<file path="config.mk">
export PLATFORM = sky130hd
export DESIGN_NAME = mem_port_arbiter_flat
export DESIGN_NICKNAME = d
export VERILOG_FILES = /design/src/rtl/mem_arb_pkg.sv /design/src/rtl/mem_port_arbiter_if.sv /design/src/rtl/rsp_tag_pipe.sv /design/src/rtl/mem_port_arbiter.sv /design/src/flat_wrapper.sv
export SDC_FILE = /design/constraint.sdc
export NUM_CORES = 1
export LEC_CHECK = 0
export ABC_AREA = 1
export BUFFER_PORTS_ARGS = -buffer_cell sky130_fd_sc_hd__buf_2
export CORE_UTILIZATION = 51
export DETAILED_ROUTE_END_ITERATION = 10
export PLACE_DENSITY_LB_ADDON = 0.12
export SLEW_MARGIN = 10
export SYNTH_ARGS = -nofsm -noshare
export SYNTH_HDL_FRONTEND = slang
export SYNTH_SLANG_ARGS = --single-unit
</file>
<file path="constraint.sdc">
create_clock -name clk -period 3.4 [get_ports clk]
set_clock_uncertainty 0.1 [all_clocks]
set_input_delay 0.51 -clock clk [delete_from_list [all_inputs] [get_ports clk]]
set_output_delay 0.51 -clock clk [all_outputs]
set_load 0.005 [all_outputs]
</file>
<file path="src/rtl/mem_arb_pkg.sv">
// Shared types for the memory-port arbiter: response owner, in-flight tag
// and the helper that retires a tag when its owner flushes.
package mem_arb_pkg;

    localparam int DEF_ADDR_W = 32;
    localparam int DEF_DATA_W = 32;

    typedef enum logic {
        OWN_IF,
        OWN_LS
    } owner_e;

    typedef struct packed {
        logic   valid;
        owner_e owner;
    } rsp_tag_t;

    function automatic rsp_tag_t kill_tag(input rsp_tag_t tag,
                                          input logic     kill_if,
                                          input logic     kill_ls);
        rsp_tag_t t;
        t = tag;
        if ((tag.owner == OWN_IF && kill_if) || (tag.owner == OWN_LS && kill_ls))
            t.valid = 1'b0;
        return t;
    endfunction

endpackage

</file>
<file path="src/rtl/mem_port_arbiter_if.sv">
// Bundle of the fetch, load/store and RAM-side signals around the arbiter.
// slave = arbiter view, master = requesters plus RAM view.
interface mem_port_arbiter_if
    import mem_arb_pkg::*;
#(
    parameter int ADDR_W = DEF_ADDR_W,
    parameter int DATA_W = DEF_DATA_W
);
    logic              if_req;
    logic [ADDR_W-1:0] if_addr;
    logic              if_gnt;
    logic              if_flush;
    logic              if_rvalid;
    logic [DATA_W-1:0] if_rdata;

    logic              ls_req;
    logic              ls_we;
    logic [ADDR_W-1:0] ls_addr;
    logic [DATA_W-1:0] ls_wdata;
    logic              ls_gnt;
    logic              ls_rvalid;
    logic [DATA_W-1:0] ls_rdata;

    logic              ram_rd_en;
    logic [ADDR_W-1:0] ram_rd_addr;
    logic [DATA_W-1:0] ram_rd_data;
    logic              ram_wr_en;
    logic [ADDR_W-1:0] ram_wr_addr;
    logic [DATA_W-1:0] ram_wr_data;

    modport slave (
        input  if_req, if_addr, if_flush,
        input  ls_req, ls_we, ls_addr, ls_wdata,
        input  ram_rd_data,
        output if_gnt, if_rvalid, if_rdata,
        output ls_gnt, ls_rvalid, ls_rdata,
        output ram_rd_en, ram_rd_addr, ram_wr_en, ram_wr_addr, ram_wr_data
    );

    modport master (
        output if_req, if_addr, if_flush,
        output ls_req, ls_we, ls_addr, ls_wdata,
        output ram_rd_data,
        input  if_gnt, if_rvalid, if_rdata,
        input  ls_gnt, ls_rvalid, ls_rdata,
        input  ram_rd_en, ram_rd_addr, ram_wr_en, ram_wr_addr, ram_wr_data
    );

endinterface

</file>
<file path="src/rtl/rsp_tag_pipe.sv">
// Shift register of in-flight read tags; the head entry names the owner of
// the RAM read data arriving this cycle. Kills apply as tags shift.
module rsp_tag_pipe
    import mem_arb_pkg::*;
#(
    parameter int DEPTH = 2
) (
    input  logic     clk,
    input  logic     reset_n,
    input  rsp_tag_t push_i,
    input  logic     kill_if_i,
    input  logic     kill_ls_i,
    output rsp_tag_t head_o
);

    rsp_tag_t tags_q [DEPTH];
    rsp_tag_t tags_d [DEPTH];

    // The newly pushed tag bypasses the kill so a read granted in the
    // flush cycle itself survives.
    always_comb begin
        tags_d[0] = push_i;
        for (int i = 1; i < DEPTH; i++)
            tags_d[i] = kill_tag(tags_q[i-1], kill_if_i, kill_ls_i);
    end

    always_ff @(posedge clk) begin
        if (!reset_n) begin
            // NOTE: every tag is reset; a stale valid bit would otherwise
            // raise a phantom rvalid after reset.
            for (int i = 0; i < DEPTH; i++)
                tags_q[i] <= '0;
        end else begin
            tags_q <= tags_d;
        end
    end

    assign head_o = tags_q[DEPTH-1];

endmodule

</file>
<file path="src/rtl/mem_port_arbiter.sv">
// Shares one RAM port between instruction fetch and the LSU: LSU-first
// priority with a starvation limit, registered commands, tagged responses.
module mem_port_arbiter
    import mem_arb_pkg::*;
#(
    parameter int ADDR_W       = DEF_ADDR_W,
    parameter int DATA_W       = DEF_DATA_W,
    parameter int RD_LATENCY   = 1,
    parameter int STARVE_LIMIT = 4
) (
    input logic               clk,
    input logic               reset_n,
    mem_port_arbiter_if.slave bus
);

    localparam int STREAK_W  = (STARVE_LIMIT > 0) ? $clog2(STARVE_LIMIT + 1) : 1;
    localparam int TAG_DEPTH = 1 + RD_LATENCY;

    logic [STREAK_W-1:0] streak_q, streak_d;
    logic                starved;
    logic                if_gnt, ls_gnt;
    logic                issue_rd, issue_wr;
    rsp_tag_t            push_tag, head_tag;
    logic                if_hit, ls_hit;

    logic                rd_en_q;
    logic [ADDR_W-1:0]   rd_addr_q;
    logic                wr_en_q;
    logic [ADDR_W-1:0]   wr_addr_q;
    logic [DATA_W-1:0]   wr_data_q;
    logic [DATA_W-1:0]   if_rdata_q, ls_rdata_q;

    // Fetch wins only when it is alone or the LSU has used up its streak.
    always_comb begin
        starved  = bus.if_req && (streak_q == STREAK_W'(STARVE_LIMIT));
        if_gnt   = reset_n && bus.if_req && (!bus.ls_req || starved);
        ls_gnt   = reset_n && bus.ls_req && !starved;
        issue_rd = if_gnt || (ls_gnt && !bus.ls_we);
        issue_wr = ls_gnt && bus.ls_we;
        push_tag = '{valid: issue_rd, owner: (if_gnt ? OWN_IF : OWN_LS)};
    end

    always_comb begin
        // NOTE: default first, so every path assigns streak_d and no latch
        // is inferred.
        streak_d = streak_q;
        if (!bus.if_req || if_gnt)
            streak_d = '0;
        else if (ls_gnt && streak_q != STREAK_W'(STARVE_LIMIT))
            streak_d = streak_q + STREAK_W'(1);
    end

    always_ff @(posedge clk) begin
        if (!reset_n) begin
            streak_q <= '0;
        end else begin
            // NOTE: clocked state uses non-blocking assignments so every
            // register samples pre-edge values regardless of statement order.
            streak_q <= streak_d;
        end
    end

    always_ff @(posedge clk) begin
        if (!reset_n) begin
            rd_en_q   <= 1'b0;
            rd_addr_q <= '0;
            wr_en_q   <= 1'b0;
            wr_addr_q <= '0;
            wr_data_q <= '0;
        end else begin
            rd_en_q <= issue_rd;
            wr_en_q <= issue_wr;
            if (issue_rd)
                rd_addr_q <= if_gnt ? bus.if_addr : bus.ls_addr;
            if (issue_wr) begin
                wr_addr_q <= bus.ls_addr;
                wr_data_q <= bus.ls_wdata;
            end
        end
    end

    rsp_tag_pipe #(
        .DEPTH (TAG_DEPTH)
    ) u_tag_pipe (
        .clk       (clk),
        .reset_n   (reset_n),
        .push_i    (push_tag),
        .kill_if_i (bus.if_flush),
        .kill_ls_i (1'b0),
        .head_o    (head_tag)
    );

    assign if_hit = head_tag.valid && (head_tag.owner == OWN_IF);
    assign ls_hit = head_tag.valid && (head_tag.owner == OWN_LS);

    // Read data passes straight through to the owner; the other side keeps
    // showing its last returned word.
    always_ff @(posedge clk) begin
        if (!reset_n) begin
            if_rdata_q <= '0;
            ls_rdata_q <= '0;
        end else begin
            if (if_hit) if_rdata_q <= bus.ram_rd_data;
            if (ls_hit) ls_rdata_q <= bus.ram_rd_data;
        end
    end

    assign bus.if_gnt      = if_gnt;
    assign bus.ls_gnt      = ls_gnt;
    assign bus.if_rvalid   = if_hit;
    assign bus.ls_rvalid   = ls_hit;
    assign bus.if_rdata    = if_hit ? bus.ram_rd_data : if_rdata_q;
    assign bus.ls_rdata    = ls_hit ? bus.ram_rd_data : ls_rdata_q;
    assign bus.ram_rd_en   = rd_en_q;
    assign bus.ram_rd_addr = rd_addr_q;
    assign bus.ram_wr_en   = wr_en_q;
    assign bus.ram_wr_addr = wr_addr_q;
    assign bus.ram_wr_data = wr_data_q;

endmodule

</file>
<file path="src/flat_wrapper.sv">
// flat-port wrapper written by rule: the top's interface ports become plain ports
module mem_port_arbiter_flat import mem_arb_pkg::*;
#(
    parameter int ADDR_W       = DEF_ADDR_W,
    parameter int DATA_W       = DEF_DATA_W,
    parameter int RD_LATENCY   = 1,
    parameter int STARVE_LIMIT = 4
)
  (clk, reset_n, bus_if_req, bus_if_addr, bus_if_flush, bus_ls_req, bus_ls_we, bus_ls_addr, bus_ls_wdata, bus_ram_rd_data, bus_if_gnt, bus_if_rvalid, bus_if_rdata, bus_ls_gnt, bus_ls_rvalid, bus_ls_rdata, bus_ram_rd_en, bus_ram_rd_addr, bus_ram_wr_en, bus_ram_wr_addr, bus_ram_wr_data);
  mem_port_arbiter_if #(.ADDR_W(ADDR_W), .DATA_W(DATA_W)) bus_i ();
  input logic clk;
  input logic reset_n;
  input wire logic [$bits(bus_i.if_req)-1:0] bus_if_req;
  input wire logic [$bits(bus_i.if_addr)-1:0] bus_if_addr;
  input wire logic [$bits(bus_i.if_flush)-1:0] bus_if_flush;
  input wire logic [$bits(bus_i.ls_req)-1:0] bus_ls_req;
  input wire logic [$bits(bus_i.ls_we)-1:0] bus_ls_we;
  input wire logic [$bits(bus_i.ls_addr)-1:0] bus_ls_addr;
  input wire logic [$bits(bus_i.ls_wdata)-1:0] bus_ls_wdata;
  input wire logic [$bits(bus_i.ram_rd_data)-1:0] bus_ram_rd_data;
  output wire logic [$bits(bus_i.if_gnt)-1:0] bus_if_gnt;
  output wire logic [$bits(bus_i.if_rvalid)-1:0] bus_if_rvalid;
  output wire logic [$bits(bus_i.if_rdata)-1:0] bus_if_rdata;
  output wire logic [$bits(bus_i.ls_gnt)-1:0] bus_ls_gnt;
  output wire logic [$bits(bus_i.ls_rvalid)-1:0] bus_ls_rvalid;
  output wire logic [$bits(bus_i.ls_rdata)-1:0] bus_ls_rdata;
  output wire logic [$bits(bus_i.ram_rd_en)-1:0] bus_ram_rd_en;
  output wire logic [$bits(bus_i.ram_rd_addr)-1:0] bus_ram_rd_addr;
  output wire logic [$bits(bus_i.ram_wr_en)-1:0] bus_ram_wr_en;
  output wire logic [$bits(bus_i.ram_wr_addr)-1:0] bus_ram_wr_addr;
  output wire logic [$bits(bus_i.ram_wr_data)-1:0] bus_ram_wr_data;
  assign bus_i.if_req = bus_if_req;
  assign bus_i.if_addr = bus_if_addr;
  assign bus_i.if_flush = bus_if_flush;
  assign bus_i.ls_req = bus_ls_req;
  assign bus_i.ls_we = bus_ls_we;
  assign bus_i.ls_addr = bus_ls_addr;
  assign bus_i.ls_wdata = bus_ls_wdata;
  assign bus_i.ram_rd_data = bus_ram_rd_data;
  assign bus_if_gnt = bus_i.if_gnt;
  assign bus_if_rvalid = bus_i.if_rvalid;
  assign bus_if_rdata = bus_i.if_rdata;
  assign bus_ls_gnt = bus_i.ls_gnt;
  assign bus_ls_rvalid = bus_i.ls_rvalid;
  assign bus_ls_rdata = bus_i.ls_rdata;
  assign bus_ram_rd_en = bus_i.ram_rd_en;
  assign bus_ram_rd_addr = bus_i.ram_rd_addr;
  assign bus_ram_wr_en = bus_i.ram_wr_en;
  assign bus_ram_wr_addr = bus_i.ram_wr_addr;
  assign bus_ram_wr_data = bus_i.ram_wr_data;
  mem_port_arbiter #(.ADDR_W(ADDR_W), .DATA_W(DATA_W), .RD_LATENCY(RD_LATENCY), .STARVE_LIMIT(STARVE_LIMIT)) u_core (.clk(clk), .reset_n(reset_n), .bus(bus_i));
endmodule
</file>
==> PnR_summary.wiki <==
{| class="wikitable"
! Metric !! Value
|-
| Initial Utilization || 52.7%
|-
| Setup repair after global routing missed its margin || false
|-
| Power per cell area || 500 nW/µm²
|-
| Most common cell in the synthesized netlist || nand2_1
|-
| Number of detailed-route iterations in the first pass || 5
|-
| Most used flip-flop cell after synthesis || dfxtp_1
|-
| Critical path buffers and inverters || 4
|-
| Final weighted congestion in routability-driven placement || 0.797
|-
| Portion of synthesized cell area occupied by the leading cell type || 50.2%
|-
| Synth area leaders || dfxtp_1, nand2_1, o21ai_0
|-
| Remaining DRCs || 0
|-
| Maximum number of pins on one net before global-route repair || 85
|-
| Count of input and output buffers || 299
|-
| Cts bufs inserted || 17
|-
| CTS tree || yes
|-
| Max Root-Sink Buffers || 2
|-
| Maximum capacitance violations || 0
|-
| Number of nets still failing antenna checks after routing || 0
|-
| Worst path required time || 2790 ps
|-
| Number of instances in the synthesized netlist || 905
|-
| Max-slew headroom || 40.6%
|-
| Total area of sequential cells || 3360 µm²
|-
| Static leakage power || 5.17 nW
|-
| CTS-repair resized insts || 0
|-
| Net count after synthesis || 1041
|-
| Root buffer selected by CTS || clkbuf_16
|-
| DR WL/cell || 12.9 µm
|-
| Fraction of synthesis flops using an asynchronous set or reset pin || 0%
|-
| Highest Clock Rate || 340 MHz
|-
| Total vias in the final route || 6495
|-
| Die area || 13600 µm²
|-
| Most common library cells after synthesis || nand2_1, dfxtp_1, o21ai_0
|-
| Post-layout net count || 1310
|-
| Least-Margin Pin Slew || 890 ps
|-
| Number of antenna violations at the first check in global routing || 1
|-
| Via count of the first global-routing pass || 5756
|-
| Run status || complete, no violations
|-
| Category of the worst setup path launch point || flip-flop
|-
| Post-CTS setup buffers || 0
|-
| Number of warnings reported in the yosys synthesis log || 0
|-
| Post-synth EDFFs || 0
|-
| Crit path max-delay cell type || inv_1
|-
| Height of the die || 117 µm
|-
| Area taken by multi-input logic gates || 2640 µm²
|-
| Setup violations, final || 0
|-
| Syn avg cell area || 7.40 µm²
|-
| Count of routing violations after the opening detailed-route iteration || 467
|-
| Final wirelength || 17500 µm
|-
| Clock slew seen by the registers of the worst setup and hold paths || 50 ps
|-
| Number of slew-limit violations in the final report || 0
|-
| Worst Path Max Fanout || 33
|-
| Post-Place Cells || 1327
|-
| CP arrival || 2330 ps
|-
| Post-synthesis sequential element count || 168
|-
| Synth cell types || 23
|-
| Number of antenna diodes || 0
|-
| Vias per inst || 4.79
|-
| Wire length of the first global-routing pass || 26300 µm
|-
| Endpoint type of the worst setup path || output port
|-
| Chip width || 117 µm
|-
| Hold buffer count at CTS || 0
|-
| Fillers || 1162
|-
| Critical Path, Cell by Cell || nand2_1 -> buf_4 -> inv_1 -> or2_2 -> o21ai_0 -> inv_1 -> buf_2
|-
| CP delay by family, top || buffers and inverters
|-
| CP max stage delay || 480 ps
|-
| HPWL Detailed || 12200 µm
|-
| Area of the mapped netlist || 6700 µm²
|-
| Tightest Hold Check Type || input pin to flip-flop
|-
| # H-tree levels || 4
|-
| Clock network latency to the later pin of the worst-skew pair || 420 ps
|-
| Dominant cell type by count on the critical path || inv_1
|-
| CTS sink count || 168
|-
| Finished Layout Cells || 1355
|-
| Worst-case hold slack || 167 ps
|-
| Seq/Total Area, Yosys || 50.2%
|-
| Largest area contributor in the netlist || dfxtp_1
|-
| Final period util || 86.5%
|-
| Synth-to-Final Area Change || 30.2%
|-
| Ratio of cells with drive above 1 in the final layout || 34.2%
|-
| I/O pin count || 300
|-
| Crit Path Class || flip-flop to output port
|-
| Peak VDD IR || 0.315 mV
|-
| Final TNS setup || 0 ps
|-
| Number of rows in the core area || 41
|-
| Minimum clock period after layout || 2940 ps
|-
| All-layer global routing usage || 25.0%
|-
| Number of hold violations in the final report || 0
|-
| Core ar. || 12700 µm²
|-
| Overflow left after global routing || 0
|}
## area by class of cell
cell class              count  area share, %
inverters                 110           4.73
flip-flops and latches    168           38.6
clock buffers              23           5.25
well taps                 172           2.47
repair buffers            308           17.9
multi-input cells         569           30.2
clock inverters             5          0.861
## placed cells by master, fill, tap and decap left out, drive strengths merged
| master | n |
|---|---|
| clkinv | 3 |
| dfxtp | 168 |
| clkbuf | 23 |
| o21ai | 142 |
| nand2 | 202 |
| nand3 | 77 |
| nor2 | 75 |
| a21oi | 6 |
| inv | 110 |
| xor2 | 1 |
| bufinv | 2 |
| or2 | 64 |
| buf | 308 |
| ha | 2 |
## registers in the layout, summed over array words and instances, names as in the netlist
| name | flops |
|---|---|
| u_core.bus.ram_rd_addr | 32 |
| u_core.bus.ram_rd_en | 1 |
| u_core.bus.ram_wr_addr | 32 |
| u_core.bus.ram_wr_data | 32 |
| u_core.bus.ram_wr_en | 1 |
| u_core.if_rdata_q | 32 |
| u_core.ls_rdata_q | 32 |
| u_core.streak_q | 3 |
| u_core.u_tag_pipe.head_o | 2 |
| u_core.u_tag_pipe.tags_d | 1 |
## metrics by stage
stage                     worst slack (ps)  instance area, µm²  total power [mW]  util (%)
after floorplan                       1690                6700              2.38         -
after global placement                 865                8190              2.60      64.4
after detailed placement               798                8190              2.61      64.4
after CTS                              430                8720              4.38      68.6
after global routing                   254                8720              4.55      68.6
final                                  459                8720              4.36      68.6
## logic make-up (layout without fill, tap and decap cells)
family / after synthesis / in the layout / share of synthesized area, %
simple gates: 418 / 418 / 27.7
buf+inv: 168 / 446 / 10.6
xor+xnor: 1 / 1 / 0.131
flops: 168 / 168 / 50.2
compound gates: 148 / 148 / 11.1
fa+ha+maj: 2 / 2 / 0.373
## report_power, final
group	leakage (nW)	internal, mW	switching [mW]
logic	3.54	0.214	0.258
clock network	0.263	1.08	0.714
registers	1.37	2.06	0.0361
## worst paths after layout
check,start,depth (start not counted),to,slack [ps]
max,u_core.u_tag_pipe.head_o[0],7,bus_ls_rdata[26],460
min,bus_if_flush,2,u_core.u_tag_pipe.head_o[1],170
max reg2reg,u_core.streak_q[0],9,u_core.bus.ram_rd_addr[22],1180
min reg2reg,u_core.u_tag_pipe.tags_d[0],2,u_core.u_tag_pipe.head_o[0],330
## layer usage
metal  track usage, %  vias to the layer above  share of wire [%]
met1             28.0                     2910                 41
met5                0                        -              0.074
met3             8.67                       38                7.7
met2             43.2                      206                 49
li1                 -                     3339                  -
met4             10.8                        2                2.4
Note: power is estimated with default switching activity, not from simulation.
